<file path="src/rtl/hazard_ctrl.sv">
// hazard_ctrl: pipeline sequencing for the 5-stage MIPS core.
// The block handles three cases:
//   - load-use bubbles
//   - front-end flushes on EX redirects
//   - whole-pipe freeze while data memory is pending
// It also runs a memory-timeout watchdog and keeps saturating stall/flush counters.
module hazard_ctrl #(
  parameter int MEM_TIMEOUT = 16,
  parameter int CNT_W       = 16
) (
  input  logic             clk,
  input  logic             rst,
  input  logic [4:0]       id_rs,
  input  logic [4:0]       id_rt,
  input  logic             id_uses_rs,
  input  logic             id_uses_rt,
  input  logic             ex_memread,
  input  logic [4:0]       ex_rt,
  input  logic             ex_redirect,
  input  logic             dmem_req,
  input  logic             dmem_ready,
  output logic             hazard,
  output logic             pc_write,
  output logic             ifid_write,
  output logic             ifid_flush,
  output logic             pipe_freeze,
  output logic             mem_err,
  output logic [CNT_W-1:0] stall_cnt,
  output logic [CNT_W-1:0] flush_cnt
);

  localparam int WCNT_W = $clog2(MEM_TIMEOUT + 1);
  localparam logic [WCNT_W-1:0] WCNT_MAX = WCNT_W'(MEM_TIMEOUT);
  localparam logic [CNT_W-1:0]  CNT_ONE  = CNT_W'(1);

  typedef enum logic [1:0] {RUN, MEM_WAIT, ERR} state_t;

  state_t            state, stateNext;
  logic [WCNT_W-1:0] wCnt, wCntNext;
  logic              freeze, loadUse, stallInc, flushInc;

  // The freeze condition depends on the FSM state.
  // The load-use match never fires on $0.
  always_comb begin
    freeze  = (state == ERR) ||
              (state == RUN      && dmem_req && !dmem_ready) ||
              (state == MEM_WAIT && !dmem_ready);
    loadUse = ex_memread && (ex_rt != 5'd0) &&
              ((id_uses_rs && id_rs == ex_rt) || (id_uses_rt && id_rt == ex_rt));
  end

  // Control outputs are resolved by priority: rst, freeze, redirect, load-use.
  always_comb begin
    hazard      = 1'b0;
    pc_write    = 1'b1;
    ifid_write  = 1'b1;
    ifid_flush  = 1'b0;
    pipe_freeze = 1'b0;
    if (rst) begin
      pc_write   = 1'b0;
      ifid_write = 1'b0;
      ifid_flush = 1'b1;
      hazard     = 1'b1;
    end else if (freeze) begin
      pc_write    = 1'b0;
      ifid_write  = 1'b0;
      pipe_freeze = 1'b1;
    end else if (ex_redirect) begin
      ifid_flush = 1'b1;
      hazard     = 1'b1;
    end else if (loadUse) begin
      pc_write   = 1'b0;
      ifid_write = 1'b0;
      hazard     = 1'b1;
    end
  end

  // Next-state logic for the memory-wait FSM.
  // wCnt counts the not-ready cycles of the current access.
  always_comb begin
    stateNext = state;
    wCntNext  = wCnt;
    case (state)
      RUN: begin
        if (dmem_req && !dmem_ready) begin
          stateNext = MEM_WAIT;
          wCntNext  = WCNT_W'(1);
        end
      end
      MEM_WAIT: begin
        if (dmem_ready) begin
          stateNext = RUN;
          wCntNext  = '0;
        end else if (wCnt == WCNT_MAX) begin
          stateNext = ERR;
        end else begin
          wCntNext = wCnt + WCNT_W'(1);
        end
      end
      ERR:     stateNext = ERR;
      default: begin
        stateNext = RUN;
        wCntNext  = '0;
      end
    endcase
  end

  // State register. ERR is left only through reset.
  always_ff @(posedge clk) begin
    if (rst) begin
      state <= RUN;
      wCnt  <= '0;
    end else begin
      state <= stateNext;
      wCnt  <= wCntNext;
    end
  end

  assign mem_err  = (state == ERR);
  assign stallInc = (freeze && state != ERR) || (loadUse && !freeze && !ex_redirect);
  assign flushInc = !freeze && ex_redirect;

  // Performance counters saturate at all-ones instead of wrapping.
  always_ff @(posedge clk) begin
    if (rst) begin
      stall_cnt <= '0;
      flush_cnt <= '0;
    end else begin
      if (stallInc && stall_cnt != '1) stall_cnt <= stall_cnt + CNT_ONE;
      if (flushInc && flush_cnt != '1) flush_cnt <= flush_cnt + CNT_ONE;
    end
  end

endmodule
</file>
<file path="config.mk">
export PLATFORM = sky130hd
export DESIGN_NAME = hazard_ctrl
export DESIGN_NICKNAME = d
export VERILOG_FILES = /design/src/rtl/hazard_ctrl.sv
export SDC_FILE = /design/constraint.sdc
export NUM_CORES = 1
export LEC_CHECK = 0
export CAP_MARGIN = 25
export CORE_MARGIN = 2
export CORE_UTILIZATION = 23
export DETAILED_ROUTE_END_ITERATION = 7
export GPL_TIMING_DRIVEN = 0
export SLEW_MARGIN = 40
export SYNTH_ARGS = -nofsm -noshare
export SYNTH_HDL_FRONTEND = slang
export SYNTH_SLANG_ARGS = --single-unit
</file>
<file path="constraint.sdc">
create_clock -name clk -period 2.1 [get_ports clk]
set_input_delay 0.21 -clock clk [delete_from_list [all_inputs] [get_ports clk]]
set_output_delay 0.21 -clock clk [all_outputs]
set_load 0.05 [all_outputs]
</file>
==> flow_metrics.py <==
metrics = {
    "die": {
        "start_util_pct": 23.4,
        "io_pins": 61,
        "fp.coreArea_mm2": 0.00911,
        "placementRows": 35,
        "fp.dieArea_mm2": 0.0100,
        "die_w_um": 100,
        "die_y_um": 100,
    },
    "synthesis": {
        "ys_seq_area_share_pct": 36.7,
        "ys.flop_type": "dfxtp_1",
        "ys_warn_count": 0,
        "yosys.area_share.simple_pct": 27.7,
        "synth_top_family_by_area": "simple AND/OR/NAND/NOR gates",
        "synthesis.nets": 275,
        "avgSynthCellArea_um2": 8.58,
        "synth_cell_types": 45,
        "synth_compound_area_share_pct": 15.7,
        "synthMuxAreaShare_pct": 0.941,
        "async_reset_ff_share_pct": 0,
        "synth-edff-count": 0,
        "synth_fa_ha_area_share_pct": 2.35,
        "synth_xor_xnor_area_share_pct": 11.9,
        "ys_seq_elements": 39,
        "syn_area_mm2": 0.00213,
        "synthCells": 248,
    },
    "finish": {
        "instances_no_fill": 433,
        "fillCellCount": 975,
        "drive_gt1_share_pct": 16.5,
        "regArea_um2": 795,
        "multi_input_area_mm2": 0.00132,
        "fin_nets": 348,
        "diodes": 0,
        "area_growth_pct": 44.4,
        "post-route-cell-area_mm2": 0.00307,
    },
    "routing": {
        "drtPass1Iterations": 4,
        "dr_total_vias": 2021,
        "drt_iter0_markers": 34,
        "postRouteWirelength_um": 5470,
        "viasPerCell": 4.67,
        "ant_nets": 0,
        "drc": 0,
        "wl_per_cell_um": 12.6,
    },
    "sta": {
        "fin_worst_skew_ns": 0.0103,
        "fin_crit_ns": 2.03,
        "worst_pin_slew_ns": 0.526,
        "max_freq_ghz": 0.492,
        "post-route-period-util_pct": 96.7,
        "slew_headroom_pct": 64.8,
        "hold_viol": 0,
        "final_max_slew_viol_count": 0,
        "setup_viol_count_final": 0,
        "rsz0062_at_grt": "no",
        "setup_slack_ns": 0.0683,
    },
    "power_and_ir_drop": {
        "p_total_mw": 1.55,
        "power.leakage_nw": 1.06,
        "p_per_area_mw_per_mm2": 503,
        "irDropWorstVdd_mv": 0.228,
    },
    "worst_setup_path": {
        "crit_fanout": 4,
        "worstSetupStartpointType": "flip-flop",
        "required_ns": 1.89,
        "worstPathArrival_ns": 1.82,
        "crit_type": "reg -> out",
        "end_kind": "output port",
    },
    "run_status": {
        "outcome": "finished clean",
    },
    "place": {
        "post-place-ws_ns": -0.738,
        "dp_cells": 419,
        "port-buffer-count": 60,
        "dp_hpwl_um": 4020,
        "gp_congestion": 0.773,
        "post_dp_cell_area_mm2": 0.00288,
    },
    "clocking": {
        "cts.sinks": 39,
        "cts_buffers": 5,
        "cts_tree": "done",
        "root_buffer": "clkbuf_8",
        "clkSlewWorstSetupHoldPaths_ns": 0.08,
        "h-tree-depth": 2,
        "clk_latency_ns": 0.30,
        "clock_path_buffers": 2,
        "hold_buffers": 0,
    },
    "global_route": {
        "grt_pass1_wl_um": 9360,
        "grt.overflow.total": 0,
        "antenna_found_initial": 0,
        "grt_usage_pct": 11.4,
        "grt_max_degree": 14,
        "grt_pass1_vias": 1989,
    },
    "worst_hold_path": {
        "hp-class": "reg -> reg",
    },
    "job": {
        "cap_violations": 0,
    },
}
-- layout by cell type, fill, tap and decap left out, types with 3 or more instances in the layout --
master	Yosys	final
xor2_1	10	10
and4_1	4	4
ha_1	4	3
nand4_1	14	14
buf_4	1	7
clkbuf_8	0	5
o21ai_0	8	7
dfxtp_2	0	8
nor2_1	30	28
dfxtp_1	39	30
and3_1	6	6
clkbuf_2	0	3
o21ai_1	8	9
and2_1	5	5
xnor2_1	19	19
clkdlybuf4s50_1	0	50
a21oi_1	18	18
inv_1	7	7
buf_6	2	4
nand2_1	14	13
or3_1	13	13
nand3_1	11	11
dlygate4sd2_1	0	5
-- synthesized netlist by cell type, types with 2 or more instances --
library cell / n / area [um^2]
dfxtp_1: 39 / 781
nor2_1: 30 / 113
xnor2_1: 19 / 166
a21oi_1: 18 / 90.1
nand2_1: 14 / 52.6
nand4_1: 14 / 87.6
or3_1: 13 / 81.3
nand3_1: 11 / 55.1
xor2_1: 10 / 87.6
o21ai_0: 8 / 40.0
o21ai_1: 8 / 40.0
inv_1: 7 / 26.3
and3_1: 6 / 37.5
and2_1: 5 / 31.3
and4_1: 4 / 35.0
clkbuf_1: 4 / 15.0
ha_1: 4 / 50.1
a21oi_2: 2 / 17.5
a311oi_1: 2 / 17.5
buf_6: 2 / 22.5
mux2i_1: 2 / 20.0
nand2b_1: 2 / 12.5
o211ai_2: 2 / 25.0
-- registers in the layout (all words and copies together) (netlist names) --
| name | count |
|---|---|
| wCnt | 5 |
| stall_cnt | 16 |
| flush_cnt | 16 |
| state | 2 |
-- cells by family after synthesis --
group,Yosys count
xor gates and xnor gates,29
muxes,2
and+or+nand+nor,107
AOI/OAI and AO/OA,50
buffers and inverters,17
adders and majority gates,4
DFF,39
-- critical path, cell delays in order (launching register included) --
cell	delay (ns)
dfxtp_1	0.31
nand2b_1	0.21
inv_1	0.16
clkdlybuf4s50_1	0.84
-- where the power goes --
group / internal (mW) / switching [mW] / total, mW / leakage [nW]
clock: 0.231 / 0.285 / 0.517 / 0.0402
sequential: 0.750 / 0.0149 / 0.764 / 0.320
combinational: 0.118 / 0.147 / 0.264 / 0.698
-- area by class of cell --
class                   count  area share [%]
plain buffers              10            2.48
clock buffers               5            2.24
clock inverters             3           0.651
inverters                   7           0.855
multi-input cells         192            42.8
flip-flops and latches     39            25.8
well taps                 111            4.52
repair buffers             66            20.6
-- metal layers --
metal	track usage [%]	up-vias	part of all wire [%]	wire [um]
li1	-	1042	-	-
met4	3.37	0	1.3	72
met3	2.99	7	5.4	298
met1	14.6	927	49	2660
met2	18.7	45	45	2450
met5	0	-	0	0
-- worst paths after layout --
check                           cells past startpoint                        from  slack (ns)                         end
worst max-delay path                                3       state[0]$_SDFFE_PP0P_        0.07                     mem_err
worst min-delay path                                2  stall_cnt[13]$_SDFFE_PP0P_        0.51  stall_cnt[13]$_SDFFE_PP0P_
worst min register to register                      2  stall_cnt[13]$_SDFFE_PP0P_        0.51  stall_cnt[13]$_SDFFE_PP0P_
worst max register to register                      8  stall_cnt[11]$_SDFFE_PP0P_        0.13   stall_cnt[2]$_SDFFE_PP0P_
-- stage by stage --
step                TNS (ns)  hold WS (ns)  utilization (%)
floorplan                  0         0.442                -
global placement       -6.65         0.493             31.6
detailed placement     -6.82         0.495             31.6
CTS                        0         0.510             32.9
global route               0         0.551             33.8
finish                     0         0.513             33.8
-- timing repair --
| action | in CTS | in global routing |
|---|---|---|
| endpoints found under the setup margin | 7 | 27 |
| gates resized for setup | 34 | 11 |
| buffers inserted | 1 | 5 |
| pin swaps | 2 | 4 |
| endpoints found under the hold margin | 0 | 0 |
No activity file was read; power rests on OpenSTA's default activity.
==> patch 1, RTL diff (same flow settings) <==
Set the parameter `MEM_TIMEOUT` to 32 (it was 16).
--- a/src/rtl/hazard_ctrl.sv
+++ b/src/rtl/hazard_ctrl.sv
@@ -5,7 +5,7 @@
 //   - whole-pipe freeze while data memory is pending
 // It also runs a memory-timeout watchdog and keeps saturating stall/flush counters.
 module hazard_ctrl #(
-  parameter int MEM_TIMEOUT = 16,
+  parameter int MEM_TIMEOUT = 32,
   parameter int CNT_W       = 16
 ) (
   input  logic             clk,
Function: no difference found for any inputs over 10 cycles, from zero or initial values and one cycle with rst high; that may be too few to reach the edited logic, so the function may still have changed.
==> patch 1 against the original RTL <==
Sequential cell count is 1 higher. Synthesized area decreased by 0.94%. Die area down 0.91%. Highest routed layer unchanged. Critical endpoint is now stall_cnt[8]. Worst setup slack improved by 0.031 ns. Critical path type is now in -> reg. Largest cell class unchanged. Power rose by 13%. Via count up 5.1%. Design area up 3.1%. Routed wire length rose by 6.5%.
==> patch 1: results (changes against the original RTL) <==
metric	value	unit	change
status	completed		unchanged
Area contributors post-synth	dfxtp_1 38%, xnor2_1 7.1%, nor2_1 5.7%, a21oi_1 5.2%, xor2_1 4.2%		was dfxtp_1 37%, xnor2_1 7.8%, nor2_1 5.3%, a21oi_1 4.2%, nand4_1 4.1%
Slew @ Worst Pin	0.520	ns	was 0.526 ns
routed vias	2124		was 2021
synth unique cells	44		was 45
Placed Area	2860	sq um	was 2880 sq um
largest net degree at the start of global routing	13		was 14
leakage	1.16	nW	was 1.06 nW
sequential cell area fraction in the yosys report	38.0	%	was 36.7%
Inserted Clock Buffers	5		unchanged
Tightest Hold Check Type	reg -> reg		unchanged
Synth Instances	254		was 248
slowest cell on the critical path	clkdlybuf4s50_1		unchanged
vias in the first global route	1974		was 1989
Diodes inserted	0		unchanged
post-synthesis net count	281		was 275
DP Worst Slack	-0.879	ns	was -0.738 ns
maximum VDD drop	0.000262	V	was 0.000228 V
fin nets	359		was 348
worst-skew pair later-pin latency	0.30	ns	about the same
CTS clk-pin slew, worst paths	0.08	ns	about the same
clk_skew	0.0113	ns	was 0.0103 ns
Final GP Congestion	0.788		was 0.773
Routed WL	5830	um	was 5470 um
fin cells	441		was 433
CP arrival	2.22	ns	was 1.82 ns
layout cells sized above 1	18.9	%	was 16.5%
Largest regs	flush_cnt x16, stall_cnt x16, wCnt x6		was flush_cnt x16, stall_cnt x16, wCnt x5
Crit Path Max Fanout	5		was 4
slowest stage delay, CP	0.43	ns	was 0.84 ns
first-pass GRT wire length	9320	um	was 9360 um
Port-buffer cells	60		unchanged
filler cell count	885		was 975
HPWL Detailed	4190	um	was 4020 um
area of the multi-input gates	1300	sq um	was 1320 sq um
Initial DRC Count	75		was 34
Synth top cells by count	40 x dfxtp_1, 32 x nor2_1, 22 x a21oi_1		was 39 x dfxtp_1, 30 x nor2_1, 19 x xnor2_1
Placed Cells incl. Taps	422		was 419
gr usage total	11.5	%	was 11.4%
## patch 1: final cells by class
| class | instances | share of cell area, % |
|---|---|---|
| multi-input combinational | 197 | 40.9 |
| sequential | 40 | 25.9 |
| timing repair buffer | 72 | 22.2 |
| clock inverter | 1 | 0.947 |
| clock buffer | 7 | 3.04 |
| inverter | 8 | 0.947 |
| tap | 108 | 4.26 |
| buffer | 8 | 1.74 |
## patch 1: layer usage
metal,vias to the layer above,track usage (%),wire [um]
li1,1076,-,-
met1,979,14.5,2750
met2,58,19.0,2660
met3,11,3.23,328
met4,0,3.37,84
met5,-,0,0
## patch 1: final timing paths
path,start,endpoint,slack (ns),depth (start not counted)
setup / recovery,dmem_ready,stall_cnt[8],0.1,9
hold / removal,stall_cnt[10],stall_cnt[10],0.50,2
setup reg to reg,stall_cnt[2],stall_cnt[8],0.11,8
hold reg to reg,stall_cnt[10],stall_cnt[10],0.50,2
## patch 1: critical path: cells and delay by family
family	cells	cell delay, ns
buffers and inverters	3	0.72
AOI/OAI and AO/OA	4	0.68
and+or+nand+nor	2	0.60
## patch 1: cell families after synthesis
family                     Yosys count  share of synthesized area, %
adders and majority gates            4                          2.37
muxes                                2                         0.950
xor gates and xnor gates            27                          11.2
buffers and inverters               17                          4.27
and+or+nand+nor                    111                          27.9
DFF                                 40                          38.0
AOI/OAI and AO/OA                   53                          15.3
## patch 1: repair_timing
action / 4_1_cts / 5_1_grt
endpoints found under the setup margin: 17 / 21
pin swaps: 7 / 13
gates cloned: 0 / 1
resized for setup: 39 / 31
buffers inserted: 4 / 7
## patch 1: report_power, final
group          switching (W)  internal, W
registers          0.0000117     0.000766
clock network       0.000282     0.000420
logic               0.000146     0.000121
total               0.000440      0.00131
==> patch 2, RTL diff (config.mk and constraints unchanged) <==
Without the edit above. The 3 states of `state_t` get a one-hot encoding in 3 bits.
--- a/src/rtl/hazard_ctrl.sv
+++ b/src/rtl/hazard_ctrl.sv
@@ -33,7 +33,7 @@
   localparam logic [WCNT_W-1:0] WCNT_MAX = WCNT_W'(MEM_TIMEOUT);
   localparam logic [CNT_W-1:0]  CNT_ONE  = CNT_W'(1);
 
-  typedef enum logic [1:0] {RUN, MEM_WAIT, ERR} state_t;
+  typedef enum logic [2:0] {RUN = 3'b001, MEM_WAIT = 3'b010, ERR = 3'b100} state_t;
 
   state_t            state, stateNext;
   logic [WCNT_W-1:0] wCnt, wCntNext;
Behaviour: same outputs for any inputs over 10 cycles, from zero or initial values and one cycle with rst high; not proved beyond that.
==> patch 2 against the original RTL <==
The flow now finishes with violations (negative setup slack). First-iteration DRC count grew to 2.5 times the old value. Critical path type unchanged. Synthesized cell count rose by 8.9%. Critical endpoint is now pc_write. Routed wire length up 15%. Power increased by 3.1%. Worst setup slack got worse by 0.22 ns. Design area grew 9.6%. Sequential cell count is 1 higher. Synthesized area up 4.8%. Sequential share of layout area down 1.3 points. Die area up 4.6%. Clock skew decreased by 0.0013 ns. Register-to-register slack worse by 0.15 ns.
==> patch 2: results (changes against the original RTL) <==
metric	value	unit	change
status	complete, but fails checks		was completed
failing checks	negative setup slack		
CP top delay family	simple AND/OR/NAND/NOR gates		was buffers and inverters
layout cells sized above 1	22.0	%	was 16.5%
pins over their slew limit	0		unchanged
Tightest Hold Check Type	in -> reg		was reg -> reg
Clock Path Buffers	2		unchanged
CP arrival	2.04	ns	was 1.82 ns
Synth top cells by count	40 x dfxtp_1, 29 x nor2_1, 22 x a21oi_1		was 39 x dfxtp_1, 30 x nor2_1, 19 x xnor2_1
setup total negative slack	-0.232	ns	was 0 ns
Largest regs	flush_cnt x16, stall_cnt x16, wCnt x5		unchanged
DP Worst Slack	-1.34	ns	was -0.738 ns
sequential cell area fraction in the yosys report	35.9	%	was 36.7%
slowest cell on the critical path	dfxtp_2		was clkdlybuf4s50_1
wire length on met1	2840	um	was 2660 um
synth unique cells	41		was 45
Final GP Congestion	0.866		was 0.773
Area contributors post-synth	dfxtp_1 36%, xnor2_1 7.9%, or4_1 5.1%, a21oi_1 4.9%, nor2_1 4.9%		was dfxtp_1 37%, xnor2_1 7.8%, nor2_1 5.3%, a21oi_1 4.2%, nand4_1 4.1%
Met3 Wirelength	386	um	was 298 um
Vias/cell	4.81		was 4.67
vias in the first global route	2203		was 1989
initial antenna violation count	0		unchanged
post-synthesis net count	297		was 275
Slew @ Worst Pin	0.548	ns	was 0.526 ns
Placed Cells incl. Taps	459		was 419
first-pass GRT wire length	10200	um	was 9360 um
Inserted Clock Buffers	5		unchanged
slowest stage delay, CP	0.36	ns	was 0.84 ns
Routed WL	6310	um	was 5470 um
HPWL Detailed	4560	um	was 4020 um
setup ws final	-0.148	ns	was 0.0683 ns
Placed Area	3050	sq um	was 2880 sq um
switching power	0.000439	W	was 0.000447 W
Highest Signal Layer	met4		unchanged
fin nets	376		was 348
filler cell count	979		was 975
gr usage total	12.2	%	was 11.4%
met2 WL	2950	um	was 2450 um
routed vias	2305		was 2021
final number of setup-violating endpoints	3		was 0
Crit Path Max Fanout	6		was 4
CTS H-Tree Depth	2		unchanged
clk_skew	0.00902	ns	was 0.0103 ns
Synth Instances	270		was 248
clk root buf	clkbuf_8		unchanged
CTS clk-pin slew, worst paths	0.08	ns	about the same
largest net degree at the start of global routing	13		was 14
leakage	1.11	nW	was 1.06 nW
maximum VDD drop	0.000282	V	was 0.000228 V
ys async rst share	0	%	unchanged
worst-skew pair later-pin latency	0.30	ns	about the same
Initial DRC Count	86		was 34
[patch 2: cell count changes after synthesis, moves of 7 or more]
cell,delta
nor2b_1,+7
nor3_1,+7
nor4_1,+7
o21ai_1,-7
o31ai_1,+12
or3_1,-11
or4_1,+14
[patch 2: final cells by class]
type                       count  area, sq um  share of cell area (%)
inverter                       6         26.3                   0.780
timing repair buffer          72          699                    20.8
clock inverter                 2         10.0                   0.297
sequential                    40          828                    24.6
clock buffer                   6         82.6                    2.45
multi-input combinational    213         1480                    43.9
tap                          129          161                    4.79
buffer                        11         83.8                    2.49
[patch 2: logic make-up after synthesis]
logic type      synth area share [%]
buf+inv                         3.70
simple gates                    32.6
flops                           35.9
compound gates                  13.7
mux                             2.02
fa+ha+maj                       2.24
xor+xnor                        9.82
[patch 2: final timing paths]
path / startpoint / end / slack [ns] / depth (start not counted)
setup / recovery: state[1] / pc_write / -0.15 / 9
hold / removal: dmem_ready / state[1] / 0.26 / 2
setup reg to reg: state[1] / stall_cnt[5] / -0.02 / 7
hold reg to reg: flush_cnt[9] / flush_cnt[9] / 0.49 / 2
[patch 2: repair_timing]
action                                  4_1_cts  5_1_grt
endpoints found under the setup margin       24       30
setup buffers                                10        2
pin swaps                                    11        3
resized for setup                            62       19
[patch 2: layer usage]
layer | up-vias | global-route usage, %
met5 | - | 0
met4 | 0 | 4.92
met3 | 11 | 3.28
met2 | 65 | 19.9
met1 | 1084 | 15.3
li1 | 1145 | -
[patch 2: power by group through the flow]
stage	combinational [W]	clock (W)	sequential (W)
CTS	0.000270	0.000565	0.000776
finish	0.000276	0.000541	0.000776
global route	0.000297	0.000596	0.000778
global placement	0.000246	0	0.000795
floorplan	0.000126	0	0.000814
detailed placement	0.000248	0	0.000795
